### config.mk
export PLATFORM = sky130hd
export DESIGN_NAME = serial_add_ctrl_flat
export DESIGN_NICKNAME = d
export VERILOG_FILES = /design/src/rtl/serial_add_ctrl_if.sv /design/src/rtl/serial_add_ctrl.sv /design/src/flat_wrapper.sv
export SDC_FILE = /design/constraint.sdc
export NUM_CORES = 1
export LEC_CHECK = 0
export ABC_AREA = 1
export CAP_MARGIN = 20
export CELL_PAD_IN_SITES_DETAIL_PLACEMENT = 1
export CELL_PAD_IN_SITES_GLOBAL_PLACEMENT = 1
export CORE_MARGIN = 2
export CORE_UTILIZATION = 39
export DETAILED_ROUTE_END_ITERATION = 10
export PLACE_DENSITY_LB_ADDON = 0.1
export SLEW_MARGIN = 25
export SYNTH_ARGS = -nofsm -noshare
export SYNTH_HDL_FRONTEND = slang
export SYNTH_SLANG_ARGS = --single-unit
### constraint.sdc
create_clock -name clk -period 2.4 [get_ports clk]
set_input_delay 0.6 -clock clk [delete_from_list [all_inputs] [get_ports clk]]
set_output_delay 0.6 -clock clk [all_outputs]
set_load 0.03 [all_outputs]
### src/rtl/serial_add_ctrl_if.sv
// Operand/result handshake bundle for the bit-serial adder controller.
// The master side is the requester/consumer; the slave side is the controller.
interface serial_add_ctrl_if #(
  parameter int WIDTH = 8
);
  logic             in_valid;
  logic             in_ready;
  logic [WIDTH-1:0] a_in;
  logic [WIDTH-1:0] b_in;
  logic             cin;
  logic             out_valid;
  logic             out_ready;
  logic [WIDTH-1:0] sum_out;
  logic             cout;
  logic             busy;

  modport master (
    output in_valid, a_in, b_in, cin, out_ready,
    input  in_ready, out_valid, sum_out, cout, busy
  );

  modport slave (
    input  in_valid, a_in, b_in, cin, out_ready,
    output in_ready, out_valid, sum_out, cout, busy
  );
endinterface

### src/rtl/serial_add_ctrl.sv
// Bit-serial adder controller: one full-adder cell is reused for WIDTH
// cycles, LSB first. The carry lives in a single flop, and the sum is
// assembled by shifting cell outputs into the MSB of a shift register.

// One-bit full adder cell: x = sum, y = carry out.
module lab2_t2 (
  input  logic a,
  input  logic b,
  input  logic c,
  output logic x,
  output logic y
);
  assign x = a ^ b ^ c;
  assign y = (a & b) | (c & (a ^ b));
endmodule

module serial_add_ctrl #(
  parameter int WIDTH = 8
) (
  input  logic             clk,
  input  logic             rst,
  serial_add_ctrl_if.slave bus
);
  localparam int            CW   = $clog2(WIDTH) + 1;
  localparam logic [CW-1:0] LAST = CW'(WIDTH - 1);

  typedef enum logic [1:0] {
    IDLE = 2'd0,
    RUN  = 2'd1,
    HOLD = 2'd2
  } state_t;

  state_t           r_state;
  logic [WIDTH-1:0] r_a_sr;
  logic [WIDTH-1:0] r_b_sr;
  logic [WIDTH-1:0] r_s_sr;
  logic [WIDTH-1:0] r_sum_out;
  logic [CW-1:0]    r_cnt;
  logic             r_carry;
  logic             r_cout;
  logic             r_in_ready;
  logic             r_out_valid;
  logic             r_busy;

  logic             w_x;
  logic             w_y;
  logic [WIDTH-1:0] w_s_next;

  // The only adder in the design: bit 0 of each operand plus the carry flop.
  lab2_t2 u_cell (
    .a (r_a_sr[0]),
    .b (r_b_sr[0]),
    .c (r_carry),
    .x (w_x),
    .y (w_y)
  );

  // New sum bit enters at the MSB so that after WIDTH shifts bit 0 sits at the LSB.
  generate
    if (WIDTH == 1) begin : g_s_w1
      assign w_s_next = w_x;
    end else begin : g_s_wn
      assign w_s_next = {w_x, r_s_sr[WIDTH-1:1]};
    end
  endgenerate

  // Control FSM with registered handshake outputs; reset beats any handshake.
  always_ff @(posedge clk) begin
    if (rst) begin
      r_state     <= IDLE;
      r_a_sr      <= '0;
      r_b_sr      <= '0;
      r_s_sr      <= '0;
      r_sum_out   <= '0;
      r_cnt       <= '0;
      r_carry     <= 1'b0;
      r_cout      <= 1'b0;
      r_in_ready  <= 1'b1;
      r_out_valid <= 1'b0;
      r_busy      <= 1'b0;
    end else begin
      case (r_state)
        IDLE: begin
          if (bus.in_valid) begin
            r_a_sr     <= bus.a_in;
            r_b_sr     <= bus.b_in;
            r_carry    <= bus.cin;
            r_cnt      <= '0;
            r_in_ready <= 1'b0;
            r_busy     <= 1'b1;
            r_state    <= RUN;
          end
        end
        RUN: begin
          r_s_sr  <= w_s_next;
          r_carry <= w_y;
          r_a_sr  <= r_a_sr >> 1;
          r_b_sr  <= r_b_sr >> 1;
          if (r_cnt == LAST) begin
            r_sum_out   <= w_s_next;
            r_cout      <= w_y;
            r_out_valid <= 1'b1;
            r_busy      <= 1'b0;
            r_state     <= HOLD;
          end else begin
            r_cnt <= r_cnt + CW'(1);
          end
        end
        HOLD: begin
          if (bus.out_ready) begin
            r_out_valid <= 1'b0;
            r_in_ready  <= 1'b1;
            r_state     <= IDLE;
          end
        end
        default: begin
          r_out_valid <= 1'b0;
          r_in_ready  <= 1'b1;
          r_busy      <= 1'b0;
          r_state     <= IDLE;
        end
      endcase
    end
  end

  assign bus.in_ready  = r_in_ready;
  assign bus.out_valid = r_out_valid;
  assign bus.sum_out   = r_sum_out;
  assign bus.cout      = r_cout;
  assign bus.busy      = r_busy;
endmodule

### src/flat_wrapper.sv
// flat-port wrapper written by rule: the top's interface ports become plain ports
module serial_add_ctrl_flat 
#(
  parameter int WIDTH = 8
)
  (clk, rst, bus_in_valid, bus_a_in, bus_b_in, bus_cin, bus_out_ready, bus_in_ready, bus_out_valid, bus_sum_out, bus_cout, bus_busy);
  serial_add_ctrl_if #(.WIDTH(WIDTH)) bus_i ();
  input  logic clk;
  input  logic rst;
  input wire logic [$bits(bus_i.in_valid)-1:0] bus_in_valid;
  input wire logic [$bits(bus_i.a_in)-1:0] bus_a_in;
  input wire logic [$bits(bus_i.b_in)-1:0] bus_b_in;
  input wire logic [$bits(bus_i.cin)-1:0] bus_cin;
  input wire logic [$bits(bus_i.out_ready)-1:0] bus_out_ready;
  output wire logic [$bits(bus_i.in_ready)-1:0] bus_in_ready;
  output wire logic [$bits(bus_i.out_valid)-1:0] bus_out_valid;
  output wire logic [$bits(bus_i.sum_out)-1:0] bus_sum_out;
  output wire logic [$bits(bus_i.cout)-1:0] bus_cout;
  output wire logic [$bits(bus_i.busy)-1:0] bus_busy;
  assign bus_i.in_valid = bus_in_valid;
  assign bus_i.a_in = bus_a_in;
  assign bus_i.b_in = bus_b_in;
  assign bus_i.cin = bus_cin;
  assign bus_i.out_ready = bus_out_ready;
  assign bus_in_ready = bus_i.in_ready;
  assign bus_out_valid = bus_i.out_valid;
  assign bus_sum_out = bus_i.sum_out;
  assign bus_cout = bus_i.cout;
  assign bus_busy = bus_i.busy;
  serial_add_ctrl #(.WIDTH(WIDTH)) u_core (.clk(clk), .rst(rst), .bus(bus_i));
endmodule
== Yosys cells after proc, flatten, opt, wreduce, memory -nomap -nowiden ==
Cells that the tools add are included.
Word-level totals
  register bits: 43
  input port bits: 21
  word-level logic and storage cells: 58
Operators by class
  eq/ne operators: 7
  bitwise gates (word level): 8
  add/subtract/negate cells: 1
  mux-type cells: 22
  reductions and logical operators: 9
Operator list (count)
  $pmux W8 S2: 2
  $mux W8: 2
  $reduce_and A3 Y1: 5
  $pmux W1 S3: 3
  $mux W4: 2
  $pmux W4 S2: 1
  $mux W1: 7
  $mux W2: 3
  $ne A2 B2 Y1 const B: 3
  $pmux W2 S3: 1
  $add A4 B1 Y4 const B: 1
  $eq A4 B3 Y1 const B: 1
  $reduce_and A2 Y1: 2
  $not A1 Y1: 3
  $and A1 B1 Y1: 2
  $eq A2 B1 Y1 const B: 1
  $eq A2 B2 Y1 const B: 1
  $logic_not A2 Y1: 1
  $ne A2 B1 Y1 const B: 1
  $pmux W1 S2: 1
  $reduce_bool A2 Y1: 1
  $xor A1 B1 Y1: 2
  $or A1 B1 Y1: 1

== Depth between registers and ports, before layout ==
  depth after elaboration: 4
  gate-level depth with buffers: 8

== By module ==
Synthesis repeated with hierarchy kept, for this count alone.
Unflattened totals
  cell total of the unflattened synthesis: 255
  area total of the unflattened synthesis: 1835.5 um2
Modules (own cells, without submodules)
  serial_add_ctrl: cells each 254, area each 1815.5 um2, instances 1
  lab2_t2: cells each 1, area each 20.0 um2, instances 1

== Worst setup path after synthesis ==
OpenSTA, ideal clock, no wires.
  path type: in2reg
  from: input port rst
  to: register u_core.r_a_sr[3]
  buffers on the path: 1
  setup slack: 1208 ps
  cell stages on the path: 4
  data arrival time: 1127 ps
  cell sequence: inv_1 -> buf_1 -> o21ai_0 -> nor2_1
RTL lines
  start: declaration: line flat_wrapper.sv:9  | input logic rst;
  end signal: assignment: line serial_add_ctrl.sv:85  | r_a_sr <= bus.a_in;
  end signal: assignment: line serial_add_ctrl.sv:97  | r_a_sr <= r_a_sr >> 1;
  end: declaration: line serial_add_ctrl.sv:34  | logic [WIDTH-1:0] r_a_sr;

== Final worst setup path ==
  from: register u_core.r_in_ready (netlist: u_core.bus.in_ready)
  to: output port bus_in_ready
RTL lines
  start: declaration: line serial_add_ctrl.sv:41  | logic r_in_ready;
  start signal: assignment: line serial_add_ctrl.sv:78  | r_in_ready <= 1'b1;
  start signal: assignment: line serial_add_ctrl.sv:89  | r_in_ready <= 1'b0;
  start signal: assignment: line serial_add_ctrl.sv:112  | r_in_ready <= 1'b1;
  end: declaration: line flat_wrapper.sv:15  | output wire logic [$bits(bus_i.in_ready)-1:0] bus_in_ready;
No word-level cell between the ends.

==> flow_metrics.tcl <==
set metrics [dict create \
    clock.fmax_ghz 0.5205 \
    yosysWarnings 0 \
    cts_setup_buffers 0 \
    syn_area_um2 1788 \
    layout_commonest_cell "nor2_1" \
    cts.clk_slew.worst_paths_ns 0.08 \
    globalplace.congestion 0.8107 \
    crit_path_cell_trace "clkdlybuf4s50_1" \
    rsz0062_at_grt "false" \
    final_cell_mix "70 x nor2_1, 60 x nand2_1, 42 x dfxtp_1, 32 x o21ai_0, 32 x clkdlybuf4s50_1" \
    wl_per_cell_um 11.83 \
    dpl_worst_slack_ns 0.5247 \
    syn_inst 253 \
    vias 1672 \
    start_util_pct 40.78 \
    port_buffers 32 \
    crit_start "u_core.bus.in_ready" \
    grt.met3_usage_pct 3.094 \
    power_density_nw_per_um2 659.2 \
    first_pass_iters 4 \
    syn_avg_cell_area_um2 7.067 \
    path_class "reg -> out" \
    fill_cells 593 \
    setup_violations 0 \
    peakVddDrop_mv 0.3617 \
    crit_family "buffers and inverters" \
    crit_path_start_kind "flop" \
    clock_latency_ns 0.29 \
    core-area_um2 4384 \
    drt-total-wl_um 4009 \
    antenna_found_initial 0 \
    outcome "finished clean" \
    synthDistinctLibCells 25 \
    crit_path_top_delay_cell "clkdlybuf4s50_1" \
    cts_buffers 5 \
    worst_pin_slew_ns 0.4406 \
    dp_hpwl_um 2876 \
    grt_pass1_wl_um 6927 \
    synth-seq-area-share_pct 47.03 \
    min_period_ns 1.921 \
    die_y_um 71.71 \
    clock-sinks 42 \
    die_w_um 71.71 \
    crit_fanout 2 \
    crit_required_ns 1.80 \
    root_buffer "clkbuf_8" \
    worst_slack_ns 0.4788 \
    gr-usage-met2_pct 29.12 \
    cellLeakagePower_uw 0.0009787 \
    postCtsHoldBufs 0 \
    via_per_inst 4.932 \
    worstPathArrival_ns 1.32 \
    fin_nets 309 \
    worst-path-buf-inv 1 \
    ys_seq_elements 42 \
    max_stage_delay_ns 0.68 \
    drive_gt1_share_pct 6.272 \
    cts_buffer_depth 2 \
    max-cap-violations 0 \
    area_growth_pct 24.70 \
    fin_area_um2 2230 \
    met1_usage_pct 20.63 \
    dpl-instance-area_um2 2138 \
    worstHoldPathType "reg -> reg" \
    ant_nets 0 \
    tns_ns 0 \
    gr-usage-all-layers_pct 16.95 \
    antenna_cells 0 \
    clock_skew_ns 0.002888 \
    hp-start "u_core.r_a_sr[7]" \
    grt_pass1_vias 1589 \
    drtIter0Drc 58 \
    final_cells 339 \
    std_cell_rows 24 \
    worst_setup_path_end_kind "output port" \
    finalHoldViolations 0 \
    relSlewSlack_pct 70.59 \
    fin_crit_sh_pct 80.05 \
    busiest_layer "met2" \
    drcViolationCount 0 \
    io_pins 33 \
    cts_tree "done" \
    reg2reg_from "u_core.r_cnt[0]" \
    dpl.cell_count 331 \
    grt_max_degree 24 \
    slew_viol_final 0 \
    ctsResizeCount 0 \
    die_area_um2 5142 \
    ctsHtreeMaxLevel 2 \
    synth.net_count 276 \
    gr-total-overflow 0 \
]
==> cell families after synthesis <==
logic type	Yosys count	share of synthesized area (%)
AND/OR/NAND/NOR	143	32.61
flip-flops	42	47.03
AO/OA/AOI/OAI	41	11.48
buffers and inverters	25	7.067
adder cells (fa/ha/maj)	2	1.819
==> worst min-delay path, cell delays in order (launching register included) <==
cell	delay, ns
dfxtp_1	0.31
nand2_1	0.06
a21oi_1	0.05
==> report_power, final <==
group | leakage (µW) | switching (µW) | total (µW) | internal (µW)
Combinational | 0.000586 | 132 | 227 | 94.6
Sequential | 0.000345 | 29.8 | 775 | 745
Clock | 0.0000482 | 236 | 468 | 232
==> synthesized netlist by cell type <==
library cell / instances / share of area, %
o21ai_1: 3 / 0.84
nor2_8: 1 / 1.1
nand3_1: 7 / 2.0
inv_1: 11 / 2.3
fa_1: 1 / 1.1
buf_4: 1 / 0.42
clkbuf_1: 2 / 0.42
inv_6: 1 / 0.49
buf_6: 1 / 0.63
buf_1: 1 / 0.21
inv_2: 2 / 0.42
or2_2: 1 / 0.35
nor2_1: 70 / 15
clkinv_1: 1 / 0.21
a21oi_1: 6 / 1.7
buf_2: 3 / 0.84
nand4_1: 1 / 0.35
nand2_4: 2 / 1.3
dfxtp_1: 42 / 47
o21ai_0: 32 / 9.0
buf_8: 1 / 0.84
clkbuf_2: 1 / 0.28
nor3_1: 1 / 0.28
ha_1: 1 / 0.70
nand2_1: 60 / 13
==> routing by layer <==
layer  vias to the layer above  wire, µm
met5                         -         0
met4                         0        84
met3                         7       128
met2                        28      1919
met1                       784      1876
li1                        853         -
==> layout make-up <==
class                           instances  area (µm²)  share of cell area [%]
Clock buffer                            7       86.33                   3.872
Tap cell                               52       65.06                   2.918
Sequential cell                        42       840.8                   37.71
Inverter                               15       61.31                   2.750
Timing Repair Buffer                   36       350.3                   15.71
Multi-Input combinational cell        186       820.8                   36.81
Clock inverter                          1       5.005                  0.2245
==> worst paths after layout <==
check,depth (start not counted),slack [ns],to
hold / removal,2,0.46,u_core.r_a_sr[7]
setup reg to reg,7,0.76,u_core.bus.sum_out[7]
setup / recovery,1,0.48,bus_in_ready
hold reg to reg,2,0.46,u_core.r_a_sr[7]
==> flip-flops by register name (all words and copies together) (netlist names), 2 cells and up <==
name	flops
u_core.bus.sum_out	8
u_core.r_a_sr	8
u_core.r_b_sr	8
u_core.r_s_sr	7
u_core.r_cnt	4
u_core.r_state	2
==> through the flow <==
stage / hold slack (ns) / total power, µW / util (%)
floorplan: 0.4329 / 942.7 / -
global placement: 0.4497 / 1014 / 48.77
detailed placement: 0.4555 / 1020 / 48.77
CTS: 0.4664 / 1491 / 50.86
global route: 0.4877 / 1551 / 50.86
finish: 0.4622 / 1470 / 50.86
Power figures use the tool's default switching activity.
